==> config.mk <==
export PLATFORM = sky130hd
export DESIGN_NAME = layer_scheduler
export DESIGN_NICKNAME = d
export VERILOG_FILES = /design/src/rtl/layer_scheduler.sv
export SDC_FILE = /design/constraint.sdc
export NUM_CORES = 1
export LEC_CHECK = 0
export CAP_MARGIN = 40
export CORE_ASPECT_RATIO = 1.2
export CORE_UTILIZATION = 54
export CTS_CLUSTER_SIZE = 30
export DETAILED_ROUTE_END_ITERATION = 12
export PLACE_DENSITY = 0.85
export RECOVER_POWER = 100
export SLEW_MARGIN = 15
export SYNTH_ARGS = -nofsm -noshare
export SYNTH_HDL_FRONTEND = slang
export SYNTH_SLANG_ARGS = --single-unit
==> constraint.sdc <==
create_clock -name clk -period 2.9 [get_ports clk]
set_input_delay 0.435 -clock clk [delete_from_list [all_inputs] [get_ports clk]]
set_output_delay 0.435 -clock clk [all_outputs]
set_load 0.005 [all_outputs]
==> src/rtl/layer_scheduler.sv <==
// Sequencer that launches enabled layer engines in index order, watches their busy
// handshakes with start/run timeouts, and reports completion, faults and run length.
module layer_scheduler #(
  parameter int unsigned NUM_LAYERS = 4,
  parameter int unsigned LW         = 2,
  parameter int unsigned START_TO   = 8,
  parameter int unsigned RUN_TO     = 1048575
) (
  input  logic                  clk,
  input  logic                  rst,
  input  logic                  start,
  input  logic                  abort,
  input  logic [NUM_LAYERS-1:0] layerEn,
  input  logic [NUM_LAYERS-1:0] layerBusy,
  output logic [NUM_LAYERS-1:0] layerStart,
  output logic                  busy,
  output logic                  done,
  output logic                  error,
  output logic [1:0]            errCode,
  output logic [LW-1:0]         curLayer,
  output logic [23:0]           cycleCount
);

  localparam int unsigned TMax = (START_TO > RUN_TO) ? START_TO : RUN_TO;
  localparam int unsigned TW   = $clog2(TMax + 1);

  typedef enum logic [2:0] {
    StIdle, StLaunch, StWaitBusy, StWaitDone, StSelect, StDone, StError
  } state_e;

  state_e                  state_q, state_d;
  logic [NUM_LAYERS-1:0]   en_q, en_d;
  logic [NUM_LAYERS-1:0]   ls_q, ls_d;
  logic [LW-1:0]           cur_q, cur_d;
  logic [TW-1:0]           tmo_q, tmo_d;
  logic                    err_q, err_d;
  logic [1:0]              code_q, code_d;
  logic [23:0]             cnt_q, cnt_d;
  logic                    start_q;
  logic                    armed_q;
  logic                    start_edge;
  logic                    first_found, next_found;
  logic [LW-1:0]           first_idx, next_idx;

  // armed stays low after reset until start has been seen low, so a level held
  // across reset release cannot masquerade as a fresh edge.
  assign start_edge = start & ~start_q & armed_q;

  always_comb begin
    first_found = 1'b0;
    first_idx   = '0;
    next_found  = 1'b0;
    next_idx    = '0;
    // Descending scan so the lowest qualifying index is the one left standing.
    for (int i = NUM_LAYERS - 1; i >= 0; i--) begin
      if (layerEn[i]) begin
        first_found = 1'b1;
        first_idx   = LW'(i);
      end
      if (en_q[i] && (i > int'(cur_q))) begin
        next_found = 1'b1;
        next_idx   = LW'(i);
      end
    end
  end

  always_comb begin
    state_d = state_q;
    en_d    = en_q;
    cur_d   = cur_q;
    tmo_d   = tmo_q;
    err_d   = err_q;
    code_d  = code_q;
    ls_d    = '0;
    cnt_d   = cnt_q;
    if (state_q != StIdle && cnt_q != 24'hFF_FFFF) begin
      cnt_d = cnt_q + 24'd1;
    end

    unique case (state_q)
      StIdle: begin
        if (start_edge && !abort) begin
          en_d   = layerEn;
          cnt_d  = '0;
          err_d  = 1'b0;
          code_d = 2'b00;
          if (first_found) begin
            cur_d   = first_idx;
            state_d = StLaunch;
          end else begin
            cur_d   = '0;
            state_d = StDone;
          end
        end
      end
      StLaunch: begin
        state_d = StWaitBusy;
        tmo_d   = '0;
      end
      StWaitBusy: begin
        if (layerBusy[cur_q]) begin
          state_d = StWaitDone;
          tmo_d   = '0;
        end else if (tmo_q == TW'(START_TO - 1)) begin
          state_d = StError;
          err_d   = 1'b1;
          code_d  = 2'b01;
        end else begin
          tmo_d = tmo_q + TW'(1);
        end
      end
      StWaitDone: begin
        if (!layerBusy[cur_q]) begin
          state_d = StSelect;
        end else if (tmo_q == TW'(RUN_TO - 1)) begin
          state_d = StError;
          err_d   = 1'b1;
          code_d  = 2'b10;
        end else begin
          tmo_d = tmo_q + TW'(1);
        end
      end
      StSelect: begin
        if (next_found) begin
          cur_d   = next_idx;
          state_d = StLaunch;
        end else begin
          state_d = StDone;
        end
      end
      StDone:  state_d = StIdle;
      StError: state_d = StIdle;
      default: state_d = StIdle;
    endcase

    // Abort overrides any completion or timeout decided above.
    if (abort && state_q != StIdle) begin
      state_d = StIdle;
      cur_d   = cur_q;
      err_d   = err_q;
      code_d  = code_q;
    end

    if (state_d == StLaunch) begin
      ls_d[cur_d] = 1'b1;
    end
  end

  always_ff @(posedge clk) begin
    if (rst) begin
      state_q <= StIdle;
      en_q    <= '0;
      ls_q    <= '0;
      cur_q   <= '0;
      tmo_q   <= '0;
      err_q   <= 1'b0;
      code_q  <= 2'b00;
      cnt_q   <= '0;
      start_q <= 1'b0;
      armed_q <= 1'b0;
    end else begin
      state_q <= state_d;
      en_q    <= en_d;
      ls_q    <= ls_d;
      cur_q   <= cur_d;
      tmo_q   <= tmo_d;
      err_q   <= err_d;
      code_q  <= code_d;
      cnt_q   <= cnt_d;
      start_q <= start;
      armed_q <= armed_q | ~start;
    end
  end

  assign layerStart = ls_q;
  assign busy       = (state_q != StIdle);
  assign done       = (state_q == StDone);
  assign error      = err_q;
  assign errCode    = code_q;
  assign curLayer   = cur_q;
  assign cycleCount = cnt_q;

endmodule

* Yosys cells after proc, flatten, opt, wreduce, memory -nomap -nowiden
Cells that the tools add are included.
Storage, ports and cells: bits in registers 62, bits of input ports 12, output and inout bits 35, word-level logic and storage cells 109
Operators by class: add/subtract/negate cells 2, magnitude comparators 6, eq/ne operators 16, mux-type cells 52, bitwise operators 7, reduce and logical (&&, ||, !) cells 16
Operator list (count):
- $mux W20 | 4
- $mux W24 | 3
- $pmux W20 S3 | 1
- $mux W2 | 16
- $add A24 B1 Y24 const B | 1
- $mux W3 | 8
- $ne A24 B24 Y1 const B | 1
- $add A20 B1 Y20 const B | 1
- $eq A20 B20 Y1 const B | 1
- $eq A20 B3 Y1 const B | 1
- $pmux W3 S5 | 1
- $mux W1 | 14
- $ne A2 B2 Y1 const B | 6
- $reduce_bool A3 Y1 | 3
- $logic_and A1 B1 Y1 | 7
- $reduce_and A7 Y1 | 1
- $eq A3 B1 Y1 const B | 2
- $eq A3 B2 Y1 const B | 2
- $eq A3 B3 Y1 const B | 2
- $lt A2 B3 Y1 const B | 2
- $pmux W2 S3 | 1
- $gt A2 B2 Y1 const A | 2
- $not A1 Y1 | 4
- $pmux W2 S2 | 1
- 13 further kinds | 14

* Depth between registers and ports, before layout
Gate-level depths: netlist of run 1.
word-level depth 12, depth in mapped cells 9, gate-level depth less buffers 8

* Worst setup path before layout of run 1
Ideal clock, no wire load.
path kind reg2reg, start register tmo_q[0], end register tmo_q[17], library setup time 0.067 ns, arrival 2.070 ns, data required time 2.833 ns, path slack 0.763 ns, stages on the path, launching flop included 9, path buffers 1, period minus slack after synthesis 2.137 ns, cells stage by stage dfxtp_1 > ha_1 > nor4b_1 > nand4_2 > o31a_1 > o311a_1 > buf_6 > a21o_1 > a21oi_2
On the way: cells in the longest elaborated chain, start to end 4, elaborated cells on any way between the ends 11, classes of those cells 1 x add/sub; 4 x eq/ne; 5 x mux; 1 x reduce/logical
RTL lines:
- start: declaration | line 35 | logic [TW-1:0] tmo_q, tmo_d;
- start signal: assignment | line 166 | tmo_q <= tmo_d;
- $add A20 B1 Y20 | line 109, 120
- $mux W20 (on tied branches) | line 115, 104
- $mux W20 (on tied branches) | line 113, 101
- $pmux W20 S3 | line 80 | unique case (state_q)
Parallel ways exist; a longest one is shown, timed or not. The select of a mux whose other input is x is not followed. A chain may end at the register's enable or synchronous reset.

* Final worst setup path of run 1
start register tmo_q[0], end register tmo_q[13]
Same word-level chain as after synthesis.

==> results of run 1 <==
[power groups by stage]
stage / sequential, W / combinational [W] / clock, W
final: 0.000857 / 0.000109 / 0.000738
after global routing: 0.000858 / 0.000120 / 0.000785
after CTS: 0.000857 / 0.000111 / 0.000750
after detailed placement: 0.000876 / 0.000110 / 0
after global placement: 0.000875 / 0.000107 / 0
after floorplan: 0.000872 / 0.0000693 / 0
[cell type report]
| class | count | area [sq um] | share of cell area |
|---|---|---|---|
| clock buffers | 12 | 145.1 | 0.03701 |
| clock inverters | 4 | 47.55 | 0.01213 |
| inverters | 17 | 63.81 | 0.01627 |
| multi-input cells | 292 | 1831 | 0.4668 |
| flip-flops and latches | 61 | 1221 | 0.3114 |
| well taps | 80 | 100.1 | 0.02553 |
| repair buffers | 54 | 513.0 | 0.1308 |
[metal layers]
layer	GRT usage	wire length, um	vias to the layer above
li1	-	-	1497
met1	0.2900	3155	1428
met2	0.4308	3775	98
met3	0.04051	324	14
met4	0.1301	170	0
met5	0	0	-
[stage by stage]
| stage | setup WS [ps] | total power, W |
|---|---|---|
| after floorplan | 762.9 | 0.0009410 |
| after global placement | 265.0 | 0.0009819 |
| after detailed placement | 210.7 | 0.0009862 |
| after CTS | 351.1 | 0.001718 |
| after global routing | 119.9 | 0.001763 |
| final | 254.3 | 0.001705 |
[worst min-delay path, delay by kind of cell, from the launching register on]
| kind | cells | cell delay, ps |
|---|---|---|
| flops | 1 | 320 |
| buf+inv | 1 | 50 |
| compound gates | 1 | 50 |
[cells by family after synthesis]
kind of cell,count (synthesis),synth area share
buffers and inverters,38,0.05482
muxes,6,0.02278
and+or+nand+nor,170,0.2749
AOI/OAI and AO/OA,87,0.1884
DFF,61,0.3768
xor gates and xnor gates,25,0.06757
adders and majority gates,4,0.01467
[sequential cells by signal, summed over array words and instances (netlist names)]
signal	count
armed_q	1
layerStart	4
curLayer	2
cycleCount	24
en_q	3
errCode	2
error	1
tmo_q	20
start_q	1
state_q	3
[path summary, 6_finish.rpt]
| kind | end | slack (ps) | cells past startpoint |
|---|---|---|---|
| max | tmo_q[13]$_SDFFE_PP0P_ | 250 | 7 |
| min | armed_q$_SDFF_PP0_ | 460 | 2 |
| min reg2reg | armed_q$_SDFF_PP0_ | 460 | 2 |
| max reg2reg | tmo_q[13]$_SDFFE_PP0P_ | 250 | 7 |
[Yosys cell counts (6+ instances only)]
library cell                n
sky130_fd_sc_hd__a31oi_1    6
sky130_fd_sc_hd__nand3_1   11
sky130_fd_sc_hd__xor2_1    14
sky130_fd_sc_hd__nand4_1   12
sky130_fd_sc_hd__and3_1     9
sky130_fd_sc_hd__dfxtp_1   61
sky130_fd_sc_hd__nor3_1    13
sky130_fd_sc_hd__o21ai_0   21
sky130_fd_sc_hd__nor2_1    52
sky130_fd_sc_hd__nand2b_1   6
sky130_fd_sc_hd__o211ai_1   6
sky130_fd_sc_hd__clkbuf_1  15
sky130_fd_sc_hd__nand2_1   29
sky130_fd_sc_hd__xnor2_1   11
sky130_fd_sc_hd__and4_1     7
sky130_fd_sc_hd__inv_1     16
sky130_fd_sc_hd__a21oi_1   19
sky130_fd_sc_hd__nor4_1     8
sky130_fd_sc_hd__a31o_2     7
==> summary by stage, run 1 <==
Status
The flow ran to the end, and the final reports show no timing, DRC or antenna violations.

Power
The proportion of power drawn by the clock network is 0.433. VDD sags by at most 486.0 uV. The net switching fraction of the power is 0.2301.

The combinational cell fraction of total power is 0.064. The total power divided by cell area is 434.7 mW/mm^2. Of the total power, registers draw 0.503. The cell internal power dissipation is 0.001312 W.

The analysis attributes to net switching a power of around 0.0004 W. In this run the static leakage power is 1.517 nW.

Global route
The residual overflow from global routing is 0. The global-route wire length before repair is 12.19 mm. The via count of the first global-routing pass is 2,738. The largest net degree at the start of global routing is 17. The number of antenna violations at the first check in global routing was 0. Across every metal layer, demand over resource in global routing totals 0.2476.

Logic synthesis
The fraction of post-synthesis cell area in the top cell type by area is 0.3768. The post-synthesis instance area is ~0.0032 sq mm. The most used flip-flop cell after synthesis is sky130_fd_sc_hd__dfxtp_1. Counting flops and latches in the post-synthesis netlist gives slightly above 60. The largest total area in the synthesized netlist belongs to sky130_fd_sc_hd__dfxtp_1. Of the synthesized area, sequential elements account for 0.3768. The distinct cell type count after synthesis is 63. After synthesis, the mean cell area works out to 8.288 sq um. After synthesis, the cell types taking the most area are sky130_fd_sc_hd__dfxtp_1 (38%), sky130_fd_sc_hd__nor2_1 (6.0%), sky130_fd_sc_hd__xor2_1 (3.8%), sky130_fd_sc_hd__nand2_1 (3.4%), sky130_fd_sc_hd__o21ai_0 (3.2%).

The synthesized instance count is 391. The post-synth net total is 406. The Yosys step of the flow raised 0 warnings.

The async set-reset flop share out of synthesis is 0. The number of flops mapped to enable cells by yosys is 0.

Timing
The time the final worst path needs with I/O delays and setup is 2646 ps. On the final layout, the worst hold slack is 461.1 ps. The total of endpoints with negative setup slack in the final report is 0. The number of pins exceeding their max-slew limit in the final report is 0. The worst clock skew is 8.308 ps.

The number of hold-slack violations in the final timing report is 0. The worst-margin pin slew is ~850 ps. The sum of negative setup slack is 0 ps. Timing would allow up to 378.0 MHz. Dividing the final minimum period by the clock period gives 0.9123. Setup repair after global routing left no endpoint under its margin.

The worst pin sits at a relative slew slack of 0.4346.

Routing
The average detailed-routed wire length per instance is roughly 14 um. The total wirelength of the detailed-routed design is 7.425 mm. The number of DRC violations after detailed-routing iteration 0 is roughly 240. The routed layout has 3,037 vias.

The count of antenna-violating nets left after detailed routing is 0. In the routed design, unresolved DRC markers number 0. In the routed layout, each cell is associated on average with a via count of 5.840. The number of search-and-repair iterations in the first detailed-routing pass is 5.

Floorplanning
In this run the vertical extent of the chip is 86.86 um. In this run the count of I/O pins placed on the die edge is 47. Measured along the x axis, the die boundary spans 72.72 um. The die outline area is 0.006316 sq mm.

The core area is approximately 0.0057 sq mm. After floorplanning, the core was divided into 30 placement rows. The effective utilization at floorplan is 0.5680.

Final layout
In the final layout, the share of cells above drive strength 1 is 0.08636. The area added between synthesis and finish is 21.00%. After routing the design area is a little under 0.004 sq mm. The repair_antennas step left the layout with diodes totalling 0. The top cell types in the final layout, fill and taps aside, are sky130_fd_sc_hd__dfxtp_1 (61), sky130_fd_sc_hd__nor2_1 (52), sky130_fd_sc_hd__dlygate4sd3_1 (36), sky130_fd_sc_hd__nand2_1 (29), sky130_fd_sc_hd__o21ai_0 (21). For this run, the share of the core covered by cells in the final layout is 0.6873. The number of standard cells in the final layout excluding fillers is between 500 and 600.

The final layout contains 450 nets. The number of filler instances in the final layout is 487. Leaving out fill and tap cells, the most frequent cell in the layout is sky130_fd_sc_hd__dfxtp_1.

Clocking
The clock sink count is 61. The maximum buffer depth of the clock tree is 2. CTS placed an instance of sky130_fd_sc_hd__clkbuf_8 at the clock tree root. Buffers added to address setup during post-CTS repair amount to 0.

The clock slew at the register clock pins of the worst setup and hold paths is 60 ps. TritonCTS built the clock tree. Clock tree synthesis inserted a total of 9 buffers.

The number of hold buffers added after CTS was 0. Once the clock tree was built, the resizer swapped 0 gates to a different size. The H-tree was split into 3 levels. Clock latency on the worst-skew pair, taken at its later pin, is 340 ps.

Setup path
On the critical path the largest part of the delay comes from compound AO/OA/AOI/OAI gates. The type of destination of the critical path is a flip-flop. The setup path with the least slack is of type reg -> reg. In this run the worst path has a maximum fanout of 6. The startpoint identified for the worst register-to-register timing path is tmo_q[0]$_SDFFE_PP0P_. STA classifies the critical path startpoint as a flip-flop. The number of buffers and inverters on the critical path is 0. The required time reported for the critical path endpoint is 3180 ps. The peak per-stage delay on the critical path is 660 ps. Walking the worst path, the cells encountered are ha_1 > nor4b_1 > nand4_2 > o31a_1 > o311ai_1 > o21ai_0 > a21oi_1. Data arrives at the worst endpoint at 2920 ps. The timing startpoint of the critical path is tmo_q[0]$_SDFFE_PP0P_.

The cell type of the slowest stage on the worst timing path is sky130_fd_sc_hd__o311ai_1.

Min path
The worst hold path begins at armed_q$_SDFF_PP0_. The path type of the worst min-delay path is reg -> reg.

Run
The tool flagged a number of max-cap violations equal to 0.

Place
The area of placed instances is 0.003747 sq mm. Detailed placement finished with a half-perimeter wire length of around 5.3 mm. The number of buffer cells added on primary ports is 46. The congestion estimate from routability-driven global placement came to 0.8543. The instance count after placement with tap cells included is between 500 and 600.
No activity file was read; power rests on OpenSTA's default activity.
==> run 2: changes to the inputs <==
Settings changed: CORE_MARGIN set to 10.
==> run 2 against run 1 <==
Clock skew rose by 4.1 ps; routed wire length rose by 0.53%; hold slack got worse by 0.70 ps; critical path depth did not move; first-iteration DRC count fell by 23%; maximum frequency rose by 1.8%; critical endpoint is now tmo_q[15]$_SDFFE_PP0P_; highest routed layer unchanged.
==> summary by stage, run 2 (synthesis results as in run 1) <==
Clocking
The clock insertion delay at the later pin of the skew report came to 340 ps (about the same). TritonCTS built the clock tree. The maximum buffer depth of the clock tree is 2 (unchanged).

The buffer cell driving the clock tree root is sky130_fd_sc_hd__clkbuf_8. The clock buffer count from CTS is 9 (unchanged). The count of hold buffers inserted by post-cts repair is 0 (unchanged). The clock slew at the register clock pins of the worst setup and hold paths is 70 ps (about the same). The clock sink count is 61 (unchanged). The buffer count from post-CTS setup fixing was 0 (unchanged). The maximum level of the CTS H-tree is 3 (unchanged). The total of cells resized after clock tree synthesis is 0 (unchanged).

Power
The total power divided by cell area is 421.9 mW/mm^2 (-2.9%). The static leakage power came to 1.493 nW (-1.6%). The maximum ir drop on the vdd rail is 243.7 uV (-50%). The power consumption is 0.001629 W (-4.5%).

Timing
The number of hold-slack violations in the final timing report came to 0 (unchanged). The fmax is 384.9 MHz (+1.8%). The sum of negative setup slack is 0 ps (unchanged).

The number of pins exceeding their max-slew limit in the final report is 0 (unchanged). The time the final worst path needs with I/O delays and setup was 2598 ps (-47.43 ps). The worst slew slack as a fraction of its limit is 0.4805 (+0.04589).

The share of the clock period used by the worst path came to 0.8959 (-0.01636). The worst-margin pin slew was 767.2 ps (-79.21 ps). The worst clock skew is 12.43 ps (+4.126 ps). Setup repair after global routing left no endpoint under its margin. The minimum hold slack was 460.4 ps (-0.6980 ps). The total of endpoints with negative setup slack in the final report was 0 (unchanged).

Floorplanning
The die outline area was 0.009512 sq mm (+51%). The core area is 0.005743 sq mm (+0.66%). The height of the chip was 104.9 um (+21%).

The count of pins on the block boundary came to 47 (unchanged). The effective utilization at floorplan came to 0.5643 (-0.003712). The number of core rows is 30 (unchanged). The die extent in x was 90.72 um (+25%).

Place
The HPWL after detailed placement is 5.527 mm (+3.5%). The number of buffer cells added on primary ports is 46 (unchanged). The routability congestion estimate from global placement was 0.8919 (+4.4%).

Routing
The total length of routed met3 wires came to 446 um (+38%). The count of antenna-violating nets left after detailed routing is 0 (unchanged). The via-per-instance ratio is 5.794 (-0.79%). The total wirelength of the detailed-routed design is 7.464 mm (+0.53%).

The average detailed-routed wire length per instance is 14.49 um (+1.5%). The count of vias placed by the detailed router is 2,984 (-1.7%). The total DRC errors in the routed layout is 0 (unchanged). The highest metal layer with signal wires is met4.

The wire length on met2 is 3.667 mm (-2.9%). The number of search-and-repair iterations in the first detailed-routing pass is 5 (unchanged). The wire length on met1 was 3.156 mm (about the same). The number of DRC violations after detailed-routing iteration 0 came to 181 (-23%).

Final layout
The number of flip-flops in the largest register was 24 (unchanged). The area of the multi-input gates is 0.001817 sq mm (-0.75%). The antenna cell count came to 0 (unchanged).

The most common library cell in the layout ignoring fill and taps is sky130_fd_sc_hd__dfxtp_1. The area added between synthesis and finish is 19.11%. The top cell types in the final layout, fill and taps aside, are sky130_fd_sc_hd__dfxtp_1 (61), sky130_fd_sc_hd__nor2_1 (52), sky130_fd_sc_hd__dlygate4sd3_1 (36), sky130_fd_sc_hd__nand2_1 (29), sky130_fd_sc_hd__o21ai_0 (21). The register cell area after layout is 0.001221 sq mm (unchanged).

The proportion of layout cells with a drive suffix above 1 is 0.08046 (-0.005904). The number of filler instances in the final layout was 492 (+1.0%). The number of nets at the end of the flow came to 445 (-1.1%).

Min path
The path type of the worst min-delay path is reg -> reg.

Setup path
STA classifies the critical path startpoint as a flip-flop. The data arrival time of the worst path is 2870 ps (-50 ps). The signal on the critical path passes through ha_1 > nor4b_1 > nand4_2 > o31a_1 > o311ai_1 > o21ai_0 > a21oi_1. The slowest stage of the critical path is the sky130_fd_sc_hd__o311ai_1 cell.

The minimum setup slack among reg-to-reg paths was 300 ps (+50 ps). The maximum fanout along the worst path came to 6 (unchanged). STA classifies the critical path endpoint as a flip-flop. The required time reported for the critical path endpoint is 3170 ps (about the same). The peak per-stage delay on the critical path is 650 ps (about the same). The type of the setup path with the least slack is reg -> reg.

Run
The reported max-cap violation count is 0 (unchanged).

Global route
The overall global routing resource usage is 0.1563 (-0.09131). The residual overflow from global routing is 0 (unchanged). The number of antenna violations at the first check in global routing is 0 (unchanged). The largest net degree at the start of global routing is 23 (+6). The via count of the first global-routing pass is 2,877 (+5.1%). The global-route wire length before repair is 12.80 mm (+5.0%).

Status
The flow ran to the end, and the final reports show no timing, DRC or antenna violations.
==> run 2: cell types whose count changed in the layout (fill, tap and decap cells not counted), sizes merged <==
cell    change
buf         -4
bufinv      -1
clkbuf      -1
clkinv      +1
==> run 2: worst paths after layout <==
kind / startpoint / endpoint / cells past startpoint
hold / removal: armed_q$_SDFF_PP0_ / armed_q$_SDFF_PP0_ / 2
setup / recovery: tmo_q[0]$_SDFFE_PP0P_ / tmo_q[15]$_SDFFE_PP0P_ / 7
hold reg to reg: armed_q$_SDFF_PP0_ / armed_q$_SDFF_PP0_ / 2
setup reg to reg: tmo_q[0]$_SDFFE_PP0P_ / tmo_q[15]$_SDFFE_PP0P_ / 7
==> run 2: per-stage QoR <==
stage	setup slack, ps	area [sq um]	util	instances
detailed placement	198.0	3710	0.6460	499
finish	301.8	3860	0.6721	515
global placement	268.7	3710	0.6460	499
CTS	379.4	3887	0.6769	515
floorplan	762.9	3241	-	391
global route	127.6	3860	0.6721	515
==> run 2: power breakdown <==
| group | internal (W) | leakage [nW] | switching, W |
|---|---|---|---|
| combinational | 0.0000441 | 0.909 | 0.0000589 |
| sequential | 0.000847 | 0.492 | 0.0000104 |
| clock | 0.000352 | 0.0921 | 0.000317 |
| total | 0.00124 | 1.49 | 0.000386 |
==> run 2: final cells by class <==
type,count,area share
multi-input cells,292,0.4707
flip-flops and latches,61,0.3164
repair buffers,49,0.1245
clock buffers,12,0.04019
well taps,80,0.02593
inverters,17,0.01653
clock inverters,4,0.005835
==> run 2: critical path: cells and delay by family (launching register included) <==
kind	cells	cell delay (ps)
AOI/OAI and AO/OA	4	1330
and+or+nand+nor	2	540
DFF	1	410
adders and majority gates	1	250
==> run 2: layer usage <==
metal | global-route usage | vias to the layer above
li1 | - | 1485
met1 | 0.1765 | 1391
met2 | 0.2662 | 90
met3 | 0.03579 | 18
met4 | 0.08428 | 0
met5 | 0 | -
==> run 3: changes to the inputs <==
Settings changed: CTS_CLUSTER_DIAMETER set to 200.
==> results of run 3 <==
No change in the layout: final DEF, timing and power equal those of run 2.
